File: config.mk
export PLATFORM = sky130hd
export DESIGN_NAME = truth_table_sequencer_flat
export DESIGN_NICKNAME = d
export VERILOG_FILES = /design/src/rtl/truth_table_sequencer_pkg.sv /design/src/rtl/truth_table_sequencer_if.sv /design/src/rtl/truth_table_sequencer_settle_timer.sv /design/src/rtl/truth_table_sequencer.sv /design/src/flat_wrapper.sv
export SDC_FILE = /design/constraint.sdc
export NUM_CORES = 1
export LEC_CHECK = 0
export CORE_UTILIZATION = 25
export DETAILED_ROUTE_END_ITERATION = 7
export DONT_BUFFER_PORTS = 1
export PLACE_DENSITY_LB_ADDON = 0.25
export SLEW_MARGIN = 20
export SYNTH_ARGS = -nofsm -noshare
export SYNTH_HDL_FRONTEND = slang
export SYNTH_HIERARCHICAL = 1
export SYNTH_SLANG_ARGS = --single-unit
File: constraint.sdc
create_clock -name clk -period 2.7 [get_ports clk]
set_input_delay 0.405 -clock clk [delete_from_list [all_inputs] [get_ports clk]]
set_output_delay 0.405 -clock clk [all_outputs]
set_load 0.1 [all_outputs]
File: src/rtl/truth_table_sequencer_pkg.sv
// Shared types and width helpers for the truth-table sequencer family.
// Latency: n/a (types and constants only).
// Backpressure: n/a.
package truth_table_pkg;

    // Sweep controller states.
    typedef enum logic [2:0] {
        IDLE,
        DRIVE,
        WAIT,
        SAMPLE,
        DONE
    } state_e;

    // Settle counter width; covers settle windows of 0..15 cycles.
    localparam int SETTLE_W = 4;

    // Number of rows in the truth table of an n_in-input function.
    function automatic int table_w(input int n_in);
        return 1 << n_in;
    endfunction

endpackage

File: src/rtl/truth_table_sequencer_if.sv
// Bundle between a host/function block (master) and the sweep controller (slave).
// Latency: n/a (wires only).
// Backpressure: none; start is level-sensitive and only sampled while idle.
// Optional: TRUTH_TABLE_CHECK_EN adds expected/pass/mismatch_cnt.
interface truth_table_sequencer_if #(
    parameter int N_IN = 3
);
    import truth_table_pkg::*;

    localparam int TABLE_W = table_w(N_IN);

    logic                start;
    logic                abort;
    logic                f_in;
    logic [N_IN-1:0]     x_out;
    logic                busy;
    logic                done;
    logic [TABLE_W-1:0]  table_out;
`ifdef TRUTH_TABLE_CHECK_EN
    logic [TABLE_W-1:0]  expected;
    logic                pass;
    logic [N_IN:0]       mismatch_cnt;

    modport master (
        output start, abort, f_in, expected,
        input  x_out, busy, done, table_out, pass, mismatch_cnt
    );
    modport slave (
        input  start, abort, f_in, expected,
        output x_out, busy, done, table_out, pass, mismatch_cnt
    );
`else
    modport master (
        output start, abort, f_in,
        input  x_out, busy, done, table_out
    );
    modport slave (
        input  start, abort, f_in,
        output x_out, busy, done, table_out
    );
`endif

endinterface

File: src/rtl/truth_table_sequencer_settle_timer.sv
// settle_timer: loadable down-counter; expire_o flags the last cycle of a window.
// Latency: load takes effect next cycle; expire_o is high while the count equals 1.
// Backpressure: none; en_i simply gates the decrement.
// Ports: clk, rst (async active-high), load_i/load_val_i, en_i, expire_o.
module settle_timer #(
    parameter int W = 4
) (
    input  logic         clk,
    input  logic         rst,
    input  logic         load_i,
    input  logic [W-1:0] load_val_i,
    input  logic         en_i,
    output logic         expire_o
);

    logic [W-1:0] cnt_q, cnt_d;

    always_comb begin
        cnt_d = cnt_q;
        if (load_i) begin
            cnt_d = load_val_i;
        end else if (en_i && (cnt_q != '0)) begin
            cnt_d = cnt_q - W'(1);
        end
    end

    always_ff @(posedge clk or posedge rst) begin
        if (rst) begin
            cnt_q <= '0;
        end else begin
            cnt_q <= cnt_d;
        end
    end

    // Expiring at 1 (not 0) makes a load of S give exactly S waiting cycles.
    assign expire_o = (cnt_q == W'(1));

endmodule

File: src/rtl/truth_table_sequencer.sv
// Sweeps an N_IN-input function through all 2^N_IN vectors and captures f per vector.
// Latency: SETTLE+2 cycles per vector; done 2^N_IN*(SETTLE+2)+1 edges after start is taken.
// Backpressure: start ignored while busy; abort returns to idle without done.
// Ports: clk, rst (async active-high), bus (slave modport: start/abort/f_in in,
// x_out/busy/done/table_out out). Optional TRUTH_TABLE_CHECK_EN adds expected/pass/mismatch_cnt.
module truth_table_sequencer
    import truth_table_pkg::*;
#(
    parameter int N_IN   = 3,
    parameter int SETTLE = 2
) (
    input  logic                   clk,
    input  logic                   rst,
    truth_table_sequencer_if.slave bus
);

    localparam int            TABLE_W = table_w(N_IN);
    localparam logic [N_IN:0] LAST    = (N_IN+1)'(TABLE_W - 1);

    state_e               state_q, state_d;
    logic [N_IN:0]        idx_q, idx_d;    // one spare bit: no wrap at the last vector
    logic [N_IN-1:0]      x_q, x_d;
    logic [TABLE_W-1:0]   tbl_q, tbl_d;
    logic                 done_q, done_d;
    logic                 tmr_load, tmr_en, tmr_expire;
    logic                 start_acc, sample_en;

    settle_timer #(.W(SETTLE_W)) u_timer (
        .clk        (clk),
        .rst        (rst),
        .load_i     (tmr_load),
        .load_val_i (SETTLE_W'(SETTLE)),
        .en_i       (tmr_en),
        .expire_o   (tmr_expire)
    );

    always_comb begin
        state_d   = state_q;
        idx_d     = idx_q;
        x_d       = x_q;
        tbl_d     = tbl_q;
        done_d    = 1'b0;
        tmr_load  = 1'b0;
        tmr_en    = 1'b0;
        start_acc = 1'b0;
        sample_en = 1'b0;
        case (state_q)
            IDLE: begin
                x_d = '0;
                // abort beats a simultaneous start
                if (bus.start && !bus.abort) begin
                    start_acc = 1'b1;
                    state_d   = DRIVE;
                    idx_d     = '0;
                    tbl_d     = '0;
                end
            end
            DRIVE: begin
                if (bus.abort) begin
                    state_d = IDLE;
                    x_d     = '0;
                end else begin
                    x_d      = idx_q[N_IN-1:0];
                    tmr_load = 1'b1;
                    state_d  = (SETTLE > 0) ? WAIT : SAMPLE;
                end
            end
            WAIT: begin
                if (bus.abort) begin
                    state_d = IDLE;
                    x_d     = '0;
                end else begin
                    tmr_en = 1'b1;
                    if (tmr_expire) begin
                        state_d = SAMPLE;
                    end
                end
            end
            SAMPLE: begin
                if (bus.abort) begin
                    state_d = IDLE;
                    x_d     = '0;
                end else begin
                    sample_en                  = 1'b1;
                    tbl_d[idx_q[N_IN-1:0]]     = bus.f_in;
                    if (idx_q == LAST) begin
                        state_d = DONE;
                    end else begin
                        idx_d   = idx_q + (N_IN+1)'(1);
                        state_d = DRIVE;
                    end
                end
            end
            DONE: begin
                done_d  = 1'b1;
                x_d     = '0;
                state_d = IDLE;
            end
            default: begin
                state_d = IDLE;
                x_d     = '0;
            end
        endcase
    end

    always_ff @(posedge clk or posedge rst) begin
        if (rst) begin
            state_q <= IDLE;
            idx_q   <= '0;
            x_q     <= '0;
            tbl_q   <= '0;
            done_q  <= 1'b0;
        end else begin
            state_q <= state_d;
            idx_q   <= idx_d;
            x_q     <= x_d;
            tbl_q   <= tbl_d;
            done_q  <= done_d;
        end
    end

    assign bus.x_out     = x_q;
    assign bus.busy      = (state_q == DRIVE) || (state_q == WAIT) || (state_q == SAMPLE);
    assign bus.done      = done_q;
    assign bus.table_out = tbl_q;

`ifdef TRUTH_TABLE_CHECK_EN
    logic [TABLE_W-1:0] exp_q;
    logic [N_IN:0]      mm_q;
    logic               pass_q;

    always_ff @(posedge clk or posedge rst) begin
        if (rst) begin
            exp_q  <= '0;
            mm_q   <= '0;
            pass_q <= 1'b0;
        end else begin
            if (start_acc) begin
                exp_q  <= bus.expected;
                mm_q   <= '0;
                pass_q <= 1'b0;
            end else if (sample_en && (bus.f_in != exp_q[idx_q[N_IN-1:0]])) begin
                mm_q <= mm_q + (N_IN+1)'(1);
            end
            // Count is final while in DONE; pass lands together with done.
            if (state_q == DONE) begin
                pass_q <= (mm_q == '0);
            end
        end
    end

    assign bus.pass         = pass_q;
    assign bus.mismatch_cnt = mm_q;
`endif

endmodule

File: src/flat_wrapper.sv
// flat-port wrapper written by rule: the top's interface ports become plain ports
module truth_table_sequencer_flat import truth_table_pkg::*;
#(
    parameter int N_IN   = 3,
    parameter int SETTLE = 2
)
  (clk, rst, bus_start, bus_abort, bus_f_in, bus_x_out, bus_busy, bus_done, bus_table_out);
  truth_table_sequencer_if #(.N_IN(N_IN)) bus_i ();
  input  logic clk;
  input  logic rst;
  input wire logic [$bits(bus_i.start)-1:0] bus_start;
  input wire logic [$bits(bus_i.abort)-1:0] bus_abort;
  input wire logic [$bits(bus_i.f_in)-1:0] bus_f_in;
  output wire logic [$bits(bus_i.x_out)-1:0] bus_x_out;
  output wire logic [$bits(bus_i.busy)-1:0] bus_busy;
  output wire logic [$bits(bus_i.done)-1:0] bus_done;
  output wire logic [$bits(bus_i.table_out)-1:0] bus_table_out;
  assign bus_i.start = bus_start;
  assign bus_i.abort = bus_abort;
  assign bus_i.f_in = bus_f_in;
  assign bus_x_out = bus_i.x_out;
  assign bus_busy = bus_i.busy;
  assign bus_done = bus_i.done;
  assign bus_table_out = bus_i.table_out;
  truth_table_sequencer #(.N_IN(N_IN), .SETTLE(SETTLE)) u_core (.clk(clk), .rst(rst), .bus(bus_i));
endmodule
Yosys cells after proc, flatten, opt, wreduce, memory -nomap -nowiden
Index checks and enable logic that the tools add are counted.
{"block": "word_totals", "reg_bits": 23, "latchBits": 0, "ram_bits": 0, "romBits": 0, "in_bits": 5, "out_inout_bits": 13, "elab_cells": 61, "mem_count": 0}
{"block": "op_classes", "addsub": 2, "multipliers": 0, "n_div": 0, "magnitude_cmp": 2, "n_eq_ne": 11, "shift": 0, "mux": 26, "n_bitwise": 0, "n_reduce_logical": 14}
{"op": "$mux 3", "count": 7}
{"op": "$mux 4", "count": 5}
{"op": "$mux 8", "count": 2}
{"op": "$pmux 8 s2", "count": 1}
{"op": "$pmux 3 s4", "count": 1}
{"op": "$bwmux 8", "count": 1}
{"op": "$pmux 4 s2", "count": 1}
{"op": "$eq 3x2->1 const B", "count": 2}
{"op": "$pmux 3 s2", "count": 1}
{"op": "$mux 1", "count": 5}
{"op": "$add 4x1->4 const B", "count": 1}
{"op": "$eq 4x1->1 const B", "count": 1}
{"op": "$eq 4x3->1 const B", "count": 1}
{"op": "$lt 3x4->1 const B", "count": 1}
{"op": "$ne 2x1->1 const B", "count": 2}
{"op": "$ne 2x2->1 const B", "count": 2}
{"op": "$reduce_and 4->1", "count": 1}
{"op": "$reduce_bool 2->1", "count": 2}
{"op": "$reduce_bool 4->1", "count": 1}
{"op": "$sub 4x1->4 const B", "count": 1}
{"op": "$demux 1 s3", "count": 1}
{"op": "$eq 3x1->1 const B", "count": 1}
{"op": "$eq 3x3->1 const B", "count": 1}
{"op": "$ge 3x1->1 const B", "count": 1}
{"op": "other kinds (9)", "count": 12}

Logic depth before layout (Yosys ltp)
{"block": "depth", "word_depth": 7, "depth_mapped": 8, "mapped_depth_nobuf": 6}

Hierarchy
The synthesis kept the hierarchy.
{"module": "truth_table_sequencer", "n_inst": 1, "cells_per_inst": 111, "area_per_inst_um2": 1044.8, "seq_area_each_um2": 475.5}
{"module": "settle_timer", "n_inst": 1, "cells_per_inst": 30, "area_per_inst_um2": 286.5, "seq_area_each_um2": 100.1}

Worst setup path after synthesis
Ideal clock, no wire load.
{"block": "synth_timing", "kind": "reg2out", "startpoint": "reg u_core.state_q[1]", "endpoint": "out bus_busy", "arrival_ps": 1973, "required_ps": 2295, "path_slack_ps": 322, "stages_incl_launch_ff": 4, "n_path_buf": 1, "cell_sequence": "dfrtp_1 -> clkbuf_1 -> nor2_1 -> nor2_1"}
{"block": "synth_between", "elab_chain_len": 3, "elab_cells_between_ends": 5, "cone_classes": "eq/ne (3); reduce/logical (2)"}
{"item": "from (decl)", "line": "truth_table_sequencer.sv:20", "source": "state_e state_q, state_d;"}
{"item": "from (signal assigned)", "line": "truth_table_sequencer.sv:114", "source": "state_q <= state_d;"}
{"item": "$eq 3x1->1 or $eq 3x2->1 (tied branches)", "line": "truth_table_sequencer.sv:123", "source": "assign bus.busy = (state_q == DRIVE) || (state_q == WAIT) || (state_q == SAMPLE);"}
{"item": "$logic_or 1x1->1", "line": "truth_table_sequencer.sv:123"}
{"item": "$logic_or 1x1->1 *", "line": "truth_table_sequencer.sv:123"}
{"item": "to (decl)", "line": "flat_wrapper.sv:15", "source": "output wire logic [$bits(bus_i.busy)-1:0] bus_busy;"}
Every way passes the cells marked *; elsewhere a longest branch is shown, timed or not.

Worst setup path after layout
{"block": "layout_timing", "startpoint": "reg u_core.state_q[1]", "endpoint": "reg u_core.u_timer.cnt_q[3]"}
{"block": "layout_between", "elab_chain_len": 4, "elab_cells_between_ends": 7, "cone_classes": "eq/ne (2); mux (3); reduce/logical (2)"}
{"item": "$eq 3x2->1", "line": "truth_table_sequencer.sv:47", "source": "case (state_q)"}
{"item": "$mux 1", "line": "truth_table_sequencer.sv:47"}
{"item": "via u_core.tmr_en", "line": "truth_table_sequencer.sv:25", "source": "logic tmr_load, tmr_en, tmr_expire;"}
{"item": "$logic_and 1x1->1", "line": "truth_table_sequencer_settle_timer.sv:22", "source": "end else if (en_i && (cnt_q != '0)) begin"}
{"item": "$reduce_bool 2->1 (no line)"}
{"item": "to (signal assigned)", "line": "truth_table_sequencer_settle_timer.sv:31", "source": "cnt_q <= cnt_d;"}
{"item": "to (decl)", "line": "truth_table_sequencer_settle_timer.sv:16", "source": "logic [W-1:0] cnt_q, cnt_d;"}
The timed path passes the listed nets, and every way through them passes these cells.
A chain may end at the register's enable or synchronous reset.

==> results.json <==
{
  "max_stage_delay_ns": 0.58,
  "synth-edff-count": 0,
  "multi_input_area_um2": 643,
  "ir_drop_uv": 322,
  "slew-limit-headroom_pct": 39.0,
  "vias_per_cell": 4.80,
  "ys_seq_elements": 23,
  "yosys.area.top_type": "dfrtp_1",
  "cts_buffer_depth": 2,
  "arrival_ns": 2.21,
  "worstPathBufferInverterCount": 0,
  "cts_tree": "built",
  "holdWs_ns": 0.143,
  "clock_latency_ns": 0.26,
  "gp_congestion": 0.751,
  "drive_gt1_share_pct": 7.86,
  "synthFlopType": "dfrtp_1",
  "h-tree-depth": 1,
  "yosys-top-cells-area": "dfrtp_1, inv_1, nand3b_1, a221oi_1, ha_1",
  "routed_wirelength_mm": 2.81,
  "postLayoutCoreUtil_pct": 28.3,
  "tns_ns": 0,
  "start_kind": "flop",
  "ys_types": 43,
  "postPlaceCellArea_mm2": 0.00139,
  "cts_buffers": 3,
  "yosys_warnings": 6,
  "layout.cells.non_filler": 211,
  "leakagePower_uw": 0.000566,
  "synth_top_area_share_pct": 43.2,
  "regArea_um2": 576,
  "hold_viol": 0,
  "initial_core_util_pct": 26.1,
  "grt_usage_pct": 11.1,
  "fillers": 554,
  "critical_path.top_delay_family": "simple AND/OR/NAND/NOR gates",
  "die_w_um": 75.0,
  "cts-resized-gates": 0,
  "rr_startpoint": "u_core/state_q[1]",
  "detail-route-antenna-nets": 0,
  "drt-initial-drc-count": 53,
  "mostFrequentLayoutCells": "dfrtp_1, inv_1, nand2_1",
  "setup.worst_path.end": "u_core/u_timer/cnt_q[3]",
  "rsz0062_at_grt": "false",
  "cp-end-kind": "flop",
  "die_h_um": 75.0,
  "r2r_slack_ns": 0.64,
  "route.detailed.drc": 0,
  "powerDensity_mw_per_mm2": 633,
  "cts.sinks": 23,
  "fin_nets": 149,
  "cp.required_ns": 2.85,
  "area_growth_pct": 8.65,
  "path_class": "reg -> reg",
  "placedCellCount": 205,
  "wire_per_inst_um": 13.3,
  "worst_pin_slew_ns": 0.915,
  "final-max-slew-violation-count": 0,
  "root_buffer": "clkbuf_8",
  "finalCriticalPeriod_ns": 2.06,
  "cts.clk_slew.worst_paths_ns": 0.08,
  "syn_avg_cell_area_um2": 9.44,
  "switchingPower_uw": 321,
  "grt_pass1_wl_mm": 4.81,
  "syn_inst": 141,
  "p_clk_share_pct": 23.6,
  "core_area_mm2": 0.00511,
  "gr-total-overflow": 0,
  "finalSetupViolations": 0,
  "cp_slowest_cell": "dfrtp_1",
  "path_max_fanout": 15,
  "die-area_mm2": 0.00562,
  "fp-row-count": 26,
  "hp-class": "in -> async",
  "async_reset_ff_share_pct": 100,
  "ys_seq_area_share_pct": 43.2,
  "synth_area_mm2": 0.00133,
  "fmaxAchievable_mhz": 484,
  "cap_violations": 0,
  "power_switching_share_pct": 35.1,
  "share_comb_of_total_power_pct": 25.7,
  "first_pass_iters": 4,
  "port_buffers": 0,
  "finalCritPeriodShare_pct": 76.5,
  "ios": 18,
  "cell_internal_pwr_uw": 594,
  "cpMostUsedCell": "nor3b_1",
  "seq_power_share_pct": 50.6,
  "antenna_found_initial": 1,
  "dp_hpwl_mm": 2.06,
  "finClkSkew_ns": 0.00129,
  "cp_num_cells": 5,
  "vias": 1012,
  "grt_max_degree": 20,
  "layout_commonest_cell": "dfrtp_1",
  "r2r_cells": 5,
  "final_area_mm2": 0.00145,
  "status": "finished, final reports clean",
  "timing.rr.end": "u_core/u_timer/cnt_q[3]",
  "crit_chain": "nor3b_1, nor2b_1, nor4b_2, nor3b_1, a221o_1",
  "grt_pass1_vias": 1013,
  "crit_start": "u_core/state_q[1]"
}
repair_timing:
action                    CTS  global route
setup buffers               0             0
hold endpoints to repair    4             0
hold buffers                1             0
area by class of cell:
cell class                 count  area share (%)
tap                           70            6.06
timing repair buffer           4            2.25
antenna                        1           0.173
inverter                      16            4.15
sequential                    23            39.8
clock buffer                   4            3.11
multi-input combinational     93            44.5
stage by stage:
stage | power, uW | setup slack (ns)
finish | 916 | 0.636
global route | 981 | 0.469
CTS | 926 | 0.660
detailed placement | 705 | 0.684
global placement | 696 | 0.781
floorplan | 659 | 0.322
worst min path at each step:
stage	startpoint	end	slack, ns	cells past startpoint
floorplan	rst	u_core/u_timer/cnt_q[0]	0.17	1
global placement	rst	u_core/u_timer/cnt_q[0]	0.19	1
detailed placement	rst	u_core/u_timer/cnt_q[3]	0.19	1
CTS	rst	u_core/idx_q[3]	0.17	1
global route	rst	u_core/bus.done	0.21	1
finish	rst	u_core/bus.done	0.14	1
registers in the layout, indices dropped and copies added, names as in the netlist:
name / cells
u_core/bus.x_out: 3
u_core/state_q: 3
u_core/bus.table_out: 8
u_core/idx_q: 4
u_core/bus.done: 1
u_core/u_timer/cnt_q: 4
metal layers:
metal,global-route usage (%),part of all wire [%],vias to the layer above
li1,-,-,503
met1,13.6,44,484
met5,0,0,-
met3,3.75,6.1,2
met2,19.3,49,23
met4,1.26,0.25,0
synth_stat cells (3+ instances only):
cell type / instances
o21ai_0: 5
nor3b_1: 5
dfrtp_1: 23
clkbuf_1: 3
nand3b_1: 7
o22ai_1: 6
a221oi_1: 5
nor2_1: 5
ha_1: 3
inv_1: 16
or3b_1: 3
nand3_1: 3
nand2_1: 10
a21oi_1: 7
buf_2: 5
power by group through the flow:
stage,combinational [uW],sequential [uW],clock (uW)
after floorplan,219,440,0
after global placement,229,468,0
after global routing,264,472,244
after detailed placement,236,470,0
after CTS,238,462,226
final,235,464,216
cell families (layout without fill, tap and decap cells):
logic type               Yosys count  count (layout)  share of synthesized area (%)
AO/OA/AOI/OAI                     37              37                           19.7
AND/OR/NAND/NOR                   47              47                           23.0
other                              2               5                          0.564
flip-flops                        23              23                           43.2
XOR/XNOR                           1               1                          0.658
buffers and inverters             27              24                           9.21
adder cells (fa/ha/maj)            3               3                           2.82
multiplexers                       1               1                          0.752
Note: power is estimated with default switching activity, not from simulation.
